File: src/rtl/id_ex_stage.sv
`default_nettype none
// ============================================================================
// Module   : id_ex_stage
// Brief    : RV32I ID/EX pipeline register with EX/MEM and MEM/WB operand
//            forwarding and load-use hazard detection.
// Revision : 1.0 - initial release
// ============================================================================
module id_ex_stage #(
    parameter int DATA_WIDTH     = 32,
    parameter int OPCODE_LENGTH  = 4,
    parameter int REG_ADDR_WIDTH = 5
) (
    input  logic                      clk,
    input  logic                      reset,
    input  logic                      id_valid,
    input  logic [REG_ADDR_WIDTH-1:0] id_rs1,
    input  logic [REG_ADDR_WIDTH-1:0] id_rs2,
    input  logic [REG_ADDR_WIDTH-1:0] id_rd,
    input  logic [DATA_WIDTH-1:0]     id_rs1_data,
    input  logic [DATA_WIDTH-1:0]     id_rs2_data,
    input  logic [DATA_WIDTH-1:0]     id_imm,
    input  logic                      id_alu_src,
    input  logic [OPCODE_LENGTH-1:0]  id_alu_op,
    input  logic                      id_reg_write,
    input  logic                      id_mem_read,
    input  logic                      id_mem_write,
    input  logic                      flush,
    input  logic                      exmem_reg_write,
    input  logic [REG_ADDR_WIDTH-1:0] exmem_rd,
    input  logic [DATA_WIDTH-1:0]     exmem_result,
    input  logic                      memwb_reg_write,
    input  logic [REG_ADDR_WIDTH-1:0] memwb_rd,
    input  logic [DATA_WIDTH-1:0]     memwb_data,
    output logic [DATA_WIDTH-1:0]     SrcA,
    output logic [DATA_WIDTH-1:0]     SrcB,
    output logic [OPCODE_LENGTH-1:0]  Operation,
    output logic [DATA_WIDTH-1:0]     ex_store_data,
    output logic                      ex_valid,
    output logic                      ex_reg_write,
    output logic                      ex_mem_read,
    output logic                      ex_mem_write,
    output logic [REG_ADDR_WIDTH-1:0] ex_rd,
    output logic                      stall
);

    localparam logic [REG_ADDR_WIDTH-1:0] c_X0 = '0;

    logic                      valid_q,     valid_d;
    logic [REG_ADDR_WIDTH-1:0] rs1_q,       rs1_d;
    logic [REG_ADDR_WIDTH-1:0] rs2_q,       rs2_d;
    logic [REG_ADDR_WIDTH-1:0] rd_q,        rd_d;
    logic [DATA_WIDTH-1:0]     rs1_data_q,  rs1_data_d;
    logic [DATA_WIDTH-1:0]     rs2_data_q,  rs2_data_d;
    logic [DATA_WIDTH-1:0]     imm_q,       imm_d;
    logic                      alu_src_q,   alu_src_d;
    logic [OPCODE_LENGTH-1:0]  alu_op_q,    alu_op_d;
    logic                      reg_write_q, reg_write_d;
    logic                      mem_read_q,  mem_read_d;
    logic                      mem_write_q, mem_write_d;

    logic                      w_hazard;
    logic [DATA_WIDTH-1:0]     w_fwd_rs1;
    logic [DATA_WIDTH-1:0]     w_fwd_rs2;

    // A load in EX whose result is needed by the instruction in ID.
    assign w_hazard = valid_q && mem_read_q && (rd_q != c_X0) && id_valid &&
                      ((rd_q == id_rs1) || (rd_q == id_rs2));
    assign stall    = w_hazard && !flush;

    always_comb begin
        valid_d     = 1'b0;
        rs1_d       = '0;
        rs2_d       = '0;
        rd_d        = '0;
        rs1_data_d  = '0;
        rs2_data_d  = '0;
        imm_d       = '0;
        alu_src_d   = 1'b0;
        alu_op_d    = '0;
        reg_write_d = 1'b0;
        mem_read_d  = 1'b0;
        mem_write_d = 1'b0;
        if (!flush && !w_hazard && id_valid) begin
            valid_d     = 1'b1;
            rs1_d       = id_rs1;
            rs2_d       = id_rs2;
            rd_d        = id_rd;
            rs1_data_d  = id_rs1_data;
            rs2_data_d  = id_rs2_data;
            imm_d       = id_imm;
            alu_src_d   = id_alu_src;
            alu_op_d    = id_alu_op;
            reg_write_d = id_reg_write;
            mem_read_d  = id_mem_read;
            mem_write_d = id_mem_write;
        end
    end

    always_ff @(posedge clk) begin
        if (reset) begin
            valid_q     <= 1'b0;
            rs1_q       <= '0;
            rs2_q       <= '0;
            rd_q        <= '0;
            rs1_data_q  <= '0;
            rs2_data_q  <= '0;
            imm_q       <= '0;
            alu_src_q   <= 1'b0;
            alu_op_q    <= '0;
            reg_write_q <= 1'b0;
            mem_read_q  <= 1'b0;
            mem_write_q <= 1'b0;
        end else begin
            valid_q     <= valid_d;
            rs1_q       <= rs1_d;
            rs2_q       <= rs2_d;
            rd_q        <= rd_d;
            rs1_data_q  <= rs1_data_d;
            rs2_data_q  <= rs2_data_d;
            imm_q       <= imm_d;
            alu_src_q   <= alu_src_d;
            alu_op_q    <= alu_op_d;
            reg_write_q <= reg_write_d;
            mem_read_q  <= mem_read_d;
            mem_write_q <= mem_write_d;
        end
    end

    // EX/MEM is the younger producer, so it wins over MEM/WB; x0 never forwards.
    function automatic logic [DATA_WIDTH-1:0] fwd(
        input logic [REG_ADDR_WIDTH-1:0] rs,
        input logic [DATA_WIDTH-1:0]     rf_val,
        input logic                      em_we,
        input logic [REG_ADDR_WIDTH-1:0] em_rd,
        input logic [DATA_WIDTH-1:0]     em_val,
        input logic                      mw_we,
        input logic [REG_ADDR_WIDTH-1:0] mw_rd,
        input logic [DATA_WIDTH-1:0]     mw_val
    );
        if (em_we && (em_rd != c_X0) && (em_rd == rs))
            return em_val;
        else if (mw_we && (mw_rd != c_X0) && (mw_rd == rs))
            return mw_val;
        else
            return rf_val;
    endfunction

    assign w_fwd_rs1 = fwd(rs1_q, rs1_data_q, exmem_reg_write, exmem_rd, exmem_result,
                           memwb_reg_write, memwb_rd, memwb_data);
    assign w_fwd_rs2 = fwd(rs2_q, rs2_data_q, exmem_reg_write, exmem_rd, exmem_result,
                           memwb_reg_write, memwb_rd, memwb_data);

    assign SrcA          = w_fwd_rs1;
    assign SrcB          = alu_src_q ? imm_q : w_fwd_rs2;
    assign ex_store_data = w_fwd_rs2;
    assign Operation     = alu_op_q;
    assign ex_valid      = valid_q;
    assign ex_rd         = rd_q;
    assign ex_reg_write  = reg_write_q;
    assign ex_mem_read   = mem_read_q;
    assign ex_mem_write  = mem_write_q;

endmodule
`default_nettype wire

File: config.mk
export PLATFORM = sky130hd
export DESIGN_NAME = id_ex_stage
export DESIGN_NICKNAME = d
export VERILOG_FILES = /design/src/rtl/id_ex_stage.sv
export SDC_FILE = /design/constraint.sdc
export NUM_CORES = 1
export LEC_CHECK = 0
export CAP_MARGIN = 20
export CORE_MARGIN = 2
export CORE_UTILIZATION = 33
export DETAILED_ROUTE_END_ITERATION = 8
export PLACE_DENSITY = 0.76
export SYNTH_ARGS = -nofsm -noshare
export SYNTH_HDL_FRONTEND = slang
export SYNTH_SLANG_ARGS = --single-unit
File: constraint.sdc
create_clock -name clk -period 2.9 [get_ports clk]
set_input_delay 0.58 -clock clk [delete_from_list [all_inputs] [get_ports clk]]
set_output_delay 0.58 -clock clk [all_outputs]
set_load 0.005 [all_outputs]
==> results by group, run 1 <==
Run status
  – Status: finished with violations
  – Failing checks: setup timing

GRT
  – Pin count of the biggest net entering global routing: 46
  – First-pass GRT wire length: around 38 mm
  – Vias in the first global route: approximately 6.7k
  – Antenna violations before repair: 0
  – GR Overflow Total: 0
  – Total GRT Usage: 0.279

Min path
  – Hold Path Class: primary input to flip-flop
  – Hold wc startpoint: id_rs1_data[19]

Critical path
  – Crit Path Max Fanout: 5
  – Buf/Inv on CP: 8
  – CP max stage delay: approximately 0.56 ns
  – Setup CP Type: primary input to output pin
  – Crit path max-delay family: buffers and inverters
  – Arrival time worst endpoint: 2.65 ns
  – CP max-delay cell: or4_4
  – Worst setup SP type: primary input
  – Crit Reg-Reg Startpoint: ex_rd[0]
  – Most frequent cell on the critical path: buf_6
  – Critical path origin: exmem_rd[2]
  – Req. time, crit path: between 2 and 2.5 ns
  – CP Cell Sequence: buf_6 -> or4_4 -> o211ai_4 -> buf_8 -> buf_12 -> buf_8 -> buf_8 -> buf_6 -> nor3_4 -> a31oi_4 -> buf_6 -> mux2_4 -> buf_6
  – Setup crit end kind: output pin

STA
  – Final setup margin: -0.327 ns
  – Fin. Hold Viols: 0
  – Final max-slew violation count: 0
  – Clk_skew: a little over 0.01 ns
  – Post-route clock period utilization: 1.11
  – # setup viols final: 94
  – Max Clock Freq: roughly 310 MHz
  – Max-slew headroom: 0.507
  – RSZ-0062 raised after global routing: true
  – Worst slew pin tran: 0.740 ns
  – Setup TNS: -13.63 ns
  – Post-layout min period: 3.23 ns

Synth
  – Distinct cells, synth: 31
  – Flops & latches, synth: 120
  – Synthesized Nets: about 840
  – Synthesis warning total: 0
  – Fraction of registers with async set/reset: 0
  – Adder-Cell Fraction of Synth Area: 0
  – Mux cell area share after synthesis: 0.118
  – Post-synth EDFFs: 0
  – Post-synthesis sequential area ratio: 0.430
  – Post-synthesis simple-gate area fraction: 0.238
  – Largest family of logic cells by synthesized area: simple AND/OR/NAND/NOR gates
  – Post-synthesis xor/xnor area fraction: 0.0471
  – Cell Area, Synth: between 5000 and 6000 sq um
  – Synth Area in Compound Gates: 0.108
  – Dominant synthesized flop cell: dfxtp_1
  – Syn Inst Count: approximately 640
  – Avg Inst Size Synth: just under 9 sq um

Job
  – MaxCap Viol Count: 0

Floorplan
  – # IOs: between 300 and 400
  – # rows: between 40 and 50
  – Effective utilization at floorplan: 0.337
  – Die span in x: around 130 microns
  – Die H: ~130 microns
  – Die area: between 15000 and 20000 sq um
  – Core area: ~17000 sq um

Drt
  – Drt wl/cell: roughly 21 microns
  – DRC viols: 0
  – Total wire length: 26.9 mm
  – Routed vias/inst: 4.92
  – Via count: about 6.4k
  – Initial DRC Count: 240
  – DRT Pass-1 Iters: 5
  – Post-route ant nets: 0

Clock network
  – H-tree Lvls: 4
  – Clock slew at reported path FFs: 0.06 ns
  – CTS tree: built
  – Worst skew pair latency: about 0.42 ns
  – Max Buffers Root-to-Sink: 2
  – Clock sinks: 120
  – CTS buffer count: 17
  – CTS root buf: clkbuf_16

Place
  – Routability cong.: between 0.7 and 0.8
  – Setup Slack @ Placement: -0.931 ns
  – Port Buffers: 308
  – Post-detail-place hpwl: ~15 mm

Pwr
  – P_leak: slightly below 0.005 uW
  – Pwr Total: 4720 uW
  – Worst vdd ir: approximately 0.40 mV
  – PD cells: around 400 nW/um^2

Layout
  – N_diodes: 0
  – Commonest cells after routing, fill and taps aside: clkdlybuf4s50_1 (200), and2_1 (119), dfxtp_1 (111)
  – Most common cell after layout, fill and taps aside: clkdlybuf4s50_1
  – Layout cell share with drive strength beyond 1: 0.404
  – Area Overhead vs Synth: 114%
  – Final nets: 1258
## path summary, 6_finish.rpt
check | endpoint | cells past startpoint | slack, ns
max reg2reg | rs2_data_q[31] | 6 | 0.94
min reg2reg | ex_valid | 4 | 0.95
max | SrcB[14] | 13 | -0.33
min | rs1_data_q[19] | 2 | 0.71
## cells in the mapped netlist, drive strengths merged (4+ instances only)
cell type  count  area share
mux2i         32       0.057
and2         119        0.13
nor2          41       0.028
buf           19       0.017
or3           30       0.034
nor3          32       0.029
a31oi         30       0.034
xnor2         27       0.042
nand2          6      0.0040
o21ai         31       0.028
inv           32       0.022
a21oi         33       0.030
dfxtp        120        0.43
clkbuf        30       0.020
nand3          4      0.0036
mux2          30       0.061
## per-layer routing
| layer | vias up | track usage | share of wire |
|---|---|---|---|
| li1 | 3001 | - | - |
| met1 | 3016 | 0.309 | 0.38 |
| met3 | 66 | 0.0741 | 0.066 |
| met5 | - | 0 | 0 |
| met2 | 278 | 0.510 | 0.52 |
| met4 | 0 | 0.109 | 0.034 |
## flip-flops by register name (all words and copies together), names as in the netlist, 4 cells and up
register    flops
imm_q          32
rs1_data_q     32
rs1_q           5
rs2_q           5
ex_rd           5
Operation       4
rs2_data_q     32
## what timing repair did
action / in CTS / in global routing
endpoints found under the hold margin: 0 / 0
endpoints found under the setup margin: 96 / 97
hold buffers: 0 / 0
buffers inserted: 68 / 33
cloned: 14 / 2
pin swaps: 17 / 23
resized for setup: 671 / 124
## through the flow
step	cell area, sq um	instances	util	hold WS [ns]
final	11900	1292	0.720	0.715
after global routing	11900	1292	0.720	0.710
after global placement	9320	1176	0.562	0.957
after detailed placement	9320	1176	0.562	0.962
after floorplan	5580	636	-	0.702
after CTS	11700	1289	0.707	0.707
## area by class of cell
class | instances | area (sq um)
timing repair buffer | 453 | 4700
fill | 1172 | 4640
multi-input combinational | 435 | 3860
sequential | 120 | 2420
clock buffer | 19 | 443
tap | 220 | 275
clock inverter | 13 | 124
inverter | 32 | 120
## cells by family (layout without fill, tap and decap cells)
group,after synthesis,in the layout
AO/OA/AOI/OAI,105,105
XOR/XNOR,30,30
AND/OR/NAND/NOR,238,238
multiplexers,62,62
buffers and inverters,81,517
flip-flops,120,120
## power by group
| group | internal [uW] | leakage (uW) | switching, uW | total, uW |
|---|---|---|---|---|
| clock network | 1210 | 0.000258 | 826 | 2030 |
| logic | 610 | 0.00368 | 358 | 967 |
| registers | 1690 | 0.000982 | 23.8 | 1720 |
(Power assumes the default switching activity.)
==> run 2, diff against run 1 <==
--- a/config.mk
+++ b/config.mk
@@ -7,9 +7,9 @@
 export LEC_CHECK = 0
 export CAP_MARGIN = 20
 export CORE_MARGIN = 2
-export CORE_UTILIZATION = 33
+export CORE_UTILIZATION = 39
 export DETAILED_ROUTE_END_ITERATION = 8
-export PLACE_DENSITY = 0.76
+export PLACE_DENSITY = 0.87
 export SYNTH_ARGS = -nofsm -noshare
 export SYNTH_HDL_FRONTEND = slang
 export SYNTH_SLANG_ARGS = --single-unit
==> run 2 against run 1 <==
Against the previous run:
- the run still ends with setup timing left
- power rose by 5.0%
- sequential cell count did not move
- design area is 5.3% higher
- register-to-register slack got worse by 0.05 ns
- clock-buffer cell count did not move
- first-iteration DRC count increased to 2.7 times the previous value
==> results by group, run 2 (synthesized netlist as in run 1, its figures left out) <==
Run status
  – Status: finished with violations
  – Failing checks: setup timing

Critical path
  – FF-to-FF setup slack: 0.89 ns (-0.05 ns)
  – Crit Path Max Fanout: 6 (+1)
  – Crit path max-delay family: simple AND/OR/NAND/NOR gates
  – CP max-delay cell: or4_4
  – CP Cell Sequence: buf_8 -> or4_4 -> o211ai_4 -> or2_4 -> buf_12 -> buf_4 -> a31oi_4 -> buf_6 -> mux2_2 -> buf_6
  – Worst setup SP type: primary input
  – R2R cell count: 5 (-1)
  – Setup CP Type: primary input to output pin
  – CP max stage delay: 0.57 ns (about the same)
  – Buf/Inv on CP: 5 (-3)
  – RR Endpoint: rs1_data_q[26]
  – Setup crit end kind: output pin
  – Req. time, crit path: 2.32 ns (about the same)
  – Arrival time worst endpoint: 2.65 ns (about the same)
  – Crit Reg-Reg Startpoint: ex_rd[0]
  – Most frequent cell on the critical path: buf_6

GRT
  – Vias in the first global route: 7534 (+12%)
  – GR Overflow Total: 0 (unchanged)
  – Pin count of the biggest net entering global routing: 121 (+160%)
  – First-pass GRT wire length: 42.9 mm (+14%)
  – Antenna violations before repair: 1 (+1)
  – Total GRT Usage: 0.387 (+0.108)

Layout
  – Final nets: 1302 (+3.5%)
  – Post-layout util: 0.903 (+0.182)
  – Commonest cells after routing, fill and taps aside: clkdlybuf4s50_1 (200), buf_6 (135), and2_1 (119)
  – Layout cell share with drive strength beyond 1: 0.454 (+0.0504)
  – Most common cell after layout, fill and taps aside: clkdlybuf4s50_1
  – Area Overhead vs Synth: 125%
  – Cell area after layout: 12600 sq um (+5.3%)
  – Largest regs: imm_q (32), rs1_data_q (32), rs2_data_q (32)

Clock network
  – H-tree Lvls: 4 (unchanged)
  – CTS root buf: clkbuf_16
  – CTS buffer count: 17 (unchanged)
  – CTS Hold Bufs: 0 (unchanged)
  – Clock sinks: 120 (unchanged)
  – Clock slew at reported path FFs: 0.06 ns (about the same)
  – Worst skew pair latency: 0.42 ns (about the same)
  – Max Buffers Root-to-Sink: 2 (unchanged)
  – CTS tree: built

Place
  – Placed cell areas: 9230 sq um (-0.97%)
  – Post-detail-place hpwl: 14.8 mm (-3.9%)
  – Routability cong.: 0.852 (+8.5%)
  – Port Buffers: 308 (unchanged)
  – Setup Slack @ Placement: -0.932 ns (-0.00163 ns)

Floorplan
  – Die H: 124 microns (-7.8%)
  – Effective utilization at floorplan: 0.401 (+0.0640)
  – Die area: 15300 sq um (-15%)
  – # IOs: 309 (unchanged)
  – # rows: 43 (-8.5%)
  – Die span in x: 124 microns (-7.8%)
  – Core area: 13900 sq um (-16%)

Drt
  – Routed vias/inst: 5.67 (+15%)
  – Initial DRC Count: 657 (+170%)
  – Via count: 7348 (+16%)
  – DRT Pass-1 Iters: 5 (unchanged)
  – Drt wl/cell: 26.5 microns (+27%)
  – Post-route ant nets: 0 (unchanged)
  – DRC viols: 0 (unchanged)
  – Total wire length: 34.3 mm (+27%)

Pwr
  – Pwr Total: 4950 uW (+5.0%)
  – PD cells: 394 nW/um^2 (-0.28%)
  – P_leak: 0.00524 uW (+6.4%)
  – Worst vdd ir: 0.432 mV (+7.5%)

STA
  – Worst slew pin tran: 0.515 ns (-0.224 ns)
  – Max Clock Freq: 309 MHz (-0.23%)
  – Clk_skew: 0.0122 ns (+0.00196 ns)
  – RSZ-0062 raised after global routing: true
  – Fin. Hold Viols: 0 (unchanged)
  – Post-route clock period utilization: 1.12 (+0.00254)
  – Final setup margin: -0.334 ns (-0.00736 ns)
  – # setup viols final: 86 (-8.5%)
  – Final max-slew violation count: 0 (unchanged)
  – Post-layout min period: 3.23 ns (+0.00737 ns)
  – Max-slew headroom: 0.656 (+0.150)

Min path
  – Worst Hold Depth: 2 (unchanged)
  – Hold Path End: rs1_data_q[11]
  – Hold wc startpoint: id_rs1_data[11]
  – Hold Path Class: primary input to flip-flop

Job
  – MaxCap Viol Count: 0 (unchanged)
## run 2: worst max path at each step
stage | cells after the start | endpoint | startpoint
2_1_floorplan | 7 | SrcB[22] | exmem_rd[1]
3_3_place_gp | 8 | SrcB[28] | exmem_rd[1]
3_5_place_dp | 8 | SrcB[28] | exmem_rd[1]
4_1_cts | 9 | SrcB[28] | exmem_rd[1]
5_1_grt | 10 | SrcB[29] | exmem_rd[3]
6_report | 10 | SrcB[29] | exmem_rd[3]
## run 2: cell type report
type	instances	area (sq um)
repair buffers	497	5090
fillers	574	1360
flip-flops and latches	120	2420
multi-input cells	435	4130
diodes	1	2.50
inverters	32	120
clock inverters	13	146
clock buffers	19	443
well taps	180	225
## run 2: layer usage
| metal | wire [microns] | track usage |
|---|---|---|
| met1 | 11500 | 0.398 |
| met2 | 17000 | 0.671 |
| met3 | 3350 | 0.124 |
| met4 | 2480 | 0.262 |
| met5 | 0 | 0 |
## run 2: through the flow
stage | cells | setup TNS [ns] | hold WS, ns
2_1_floorplan | 636 | 0 | 0.702
3_3_place_gp | 1134 | -67.68 | 1.05
3_5_place_dp | 1134 | -69.97 | 1.05
4_1_cts | 1273 | -9.86 | 0.706
5_1_grt | 1297 | -16.33 | 0.716
6_report | 1297 | -12.07 | 0.710
## run 2: what timing repair did
item                                    4_1_cts  5_1_grt
endpoints found under the setup margin       96       97
buffers inserted                             90       45
gates cloned                                 18        3
resized for setup                           720      166
pin swaps                                    53       57
## run 2: worst register-to-register path, delay by kind of cell (launching register included)
family,cells,cell delay (ns)
AOI/OAI and AO/OA,2,0.62
and+or+nand+nor,2,0.53
buffers and inverters,1,0.42
DFF,1,0.37
## run 2: power breakdown
group | switching [uW] | internal [uW] | leakage, uW
logic | 429 | 658 | 0.00398
registers | 30.4 | 1690 | 0.000981
clock network | 846 | 1300 | 0.000284
==> run 3, diff against run 2 <==
--- a/config.mk
+++ b/config.mk
@@ -6,10 +6,10 @@
 export NUM_CORES = 1
 export LEC_CHECK = 0
 export CAP_MARGIN = 20
-export CORE_MARGIN = 2
 export CORE_UTILIZATION = 39
 export DETAILED_ROUTE_END_ITERATION = 8
 export PLACE_DENSITY = 0.87
+export REMOVE_ABC_BUFFERS = 1
 export SYNTH_ARGS = -nofsm -noshare
 export SYNTH_HDL_FRONTEND = slang
 export SYNTH_SLANG_ARGS = --single-unit
==> run 3 against run 2 <==
Against the previous run:
- the flow still finishes with violations (setup timing)
- combinational power is essentially flat
- sequential power is essentially flat
- register-to-register slack lost 0.12 ns
- first-iteration DRC count shrank 24%
- via count shrank 2.6%
- maximum frequency shrank 0.79%
- design area shrank 2.1%
- clock skew shrank 0.0062 ns
- setup slack lost 0.026 ns
- final cell count shrank 1.5%
- sequential cell count is the same
==> results by group, run 3 (synthesized netlist as in run 1, its figures left out) <==
Pwr
  – P_leak: 0.00511 uW (-2.4%)
  – Seq pwr share: 0.351 (+0.003)
  – Switching Share: 0.251 (-0.0127)
  – Worst vdd ir: 0.405 mV (-6.3%)
  – NetSw: 1230 uW (-6.0%)
  – PD cells: 397 nW/um^2 (+0.84%)
  – Combinational power share: 0.218 (-0.002)
  – Int Power: 3660 uW (+0.43%)
  – Clock share of power: 0.430 (-0.002)
  – Pwr Total: 4890 uW (-1.3%)

Drt
  – Via count: 7160 (-2.6%)
  – Post-route ant nets: 0 (unchanged)
  – Total wire length: 31.4 mm (-8.6%)
  – Drt wl/cell: 24.6 microns (-7.2%)
  – Initial DRC Count: 500 (-24%)
  – DRT Pass-1 Iters: 6 (+1)
  – DRC viols: 0 (unchanged)
  – Routed vias/inst: 5.60 (-1.1%)

Run status
  – Failing checks: setup timing
  – Status: finished with violations

GRT
  – Pin count of the biggest net entering global routing: 58 (-52%)
  – Antenna violations before repair: 2 (+1)
  – First-pass GRT wire length: 41.0 mm (-4.5%)
  – Total GRT Usage: 0.379 (-0.00807)
  – GR Overflow Total: 0 (unchanged)
  – Vias in the first global route: 7418 (-1.5%)

Layout
  – Layout cell share with drive strength beyond 1: 0.425 (-0.0295)
  – Non-Filler Instances: 1278 (-1.5%)
  – Area Overhead vs Synth: 121%
  – Commonest cells after routing, fill and taps aside: clkdlybuf4s50_1 (201), and2_1 (119), buf_6 (114)
  – Largest regs: imm_q (32), rs1_data_q (32), rs2_data_q (32)
  – Most common cell after layout, fill and taps aside: clkdlybuf4s50_1
  – Cell area after layout: 12300 sq um (-2.1%)
  – Final nets: 1285 (-1.3%)

Critical path
  – Setup crit end kind: output pin
  – Req. time, crit path: 2.32 ns (about the same)
  – FF-to-FF setup slack: 0.77 ns (-0.12 ns)
  – Crit Path Max Fanout: 5 (-1)
  – Worst setup SP type: flip-flop
  – CP max-delay cell: or4_4
  – Arrival time worst endpoint: 2.68 ns (+0.03 ns)
  – CP max stage delay: 0.59 ns (+0.02 ns)
  – Setup CP Type: flip-flop to output pin
  – CP Cell Sequence: xnor2_1 -> nand3_1 -> or4_4 -> buf_12 -> buf_8 -> nor2_2 -> a21oi_2 -> clkdlybuf4s50_1

STA
  – Clk_skew: 0.00599 ns (-0.00625 ns)
  – Max Clock Freq: 307 MHz (-0.79%)
  – RSZ-0062 raised after global routing: true
  – Final setup margin: -0.360 ns (-0.0258 ns)
  – Post-route clock period utilization: 1.12 (+0.00889)
  – Final max-slew violation count: 0 (unchanged)
  – Max-slew headroom: 0.619 (-0.0373)
  – # setup viols final: 88 (+2.3%)
  – Post-layout min period: 3.26 ns (+0.0258 ns)
  – Worst slew pin tran: 0.570 ns (+0.0549 ns)
  – Fin. Hold Viols: 0 (unchanged)

Floorplan
  – Core area: 13900 sq um (unchanged)
  – Die area: 14800 sq um (-3.2%)
  – # rows: 43 (unchanged)
  – # IOs: 309 (unchanged)
  – Die span in x: 122 microns (-1.6%)
  – Effective utilization at floorplan: 0.401 (unchanged)
  – Die H: 122 microns (-1.6%)

Place
  – Routability cong.: 0.888 (+4.2%)
  – Port Buffers: 308 (unchanged)
  – Placed Cells: 1129 (-0.44%)
  – Setup Slack @ Placement: -0.853 ns (+0.0788 ns)
  – Placed cell areas: 9230 sq um (unchanged)
  – Post-detail-place hpwl: 14.4 mm (-2.7%)

Clock network
  – CTS buffer count: 17 (unchanged)
  – H-tree Lvls: 4 (unchanged)
  – CTS Hold Bufs: 0 (unchanged)
  – CTS root buf: clkbuf_16
  – Clock sinks: 120 (unchanged)
  – CTS tree: built
  – Worst skew pair latency: 0.43 ns (about the same)
  – Max Buffers Root-to-Sink: 2 (unchanged)
  – Clock slew at reported path FFs: 0.05 ns (about the same)

Job
  – MaxCap Viol Count: 0 (unchanged)

Min path
  – Hold Path Class: primary input to flip-flop
## run 3: area by class of cell
class / count / area, sq um
antenna: 1 / 2.50
tap: 180 / 225
sequential: 120 / 2410
clock buffer: 21 / 470
multi-input combinational: 435 / 3970
inverter: 32 / 120
clock inverter: 9 / 100
timing repair buffer: 480 / 5010
fill: 598 / 1620
## run 3: critical path: cells and delay by family (launching register included)
kind / cells / cell delay [ns]
flops: 1 / 0.34
simple gates: 3 / 0.86
buf+inv: 3 / 0.75
compound gates: 1 / 0.06
xor+xnor: 1 / 0.25
## run 3: power groups by stage
stage	Clock, uW	Combinational, uW	Sequential [uW]
after detailed placement	0	727	1750
after global placement	0	716	1740
final	2100	1070	1720
after floorplan	0	189	1740
after CTS	2060	948	1710
after global routing	2190	1110	1720
## run 3: layer usage
layer	track usage	wire (microns)	vias to the layer above
li1	-	-	3060
met1	0.385	11100	3393
met2	0.676	15600	529
met3	0.113	2740	176
met4	0.242	2010	2
met5	0	12	-
## run 3: stage by stage
step,setup TNS (ns),util,hold slack [ns]
finish,-12.92,0.884,0.713
global route,-18.26,0.884,0.723
CTS,-9.81,0.842,0.708
detailed placement,-70.32,0.662,1.08
global placement,-66.51,0.662,1.08
floorplan,-610.05,-,0.702
## run 3: worst paths after layout
kind               start      endpoint  depth (start not counted)
max             rs1_q[3]      SrcA[13]                          8
min             id_rd[3]      ex_rd[3]                          2
max reg2reg     ex_rd[1]  Operation[2]                          8
min reg2reg  ex_mem_read      ex_rd[3]                          5
## run 3: repair_timing
item / 4_1_cts / 5_1_grt
gates resized for setup: 616 / 147
setup endpoints to repair: 97 / 94
setup buffers: 84 / 38
pin swaps: 51 / 42
gates cloned: 12 / 1
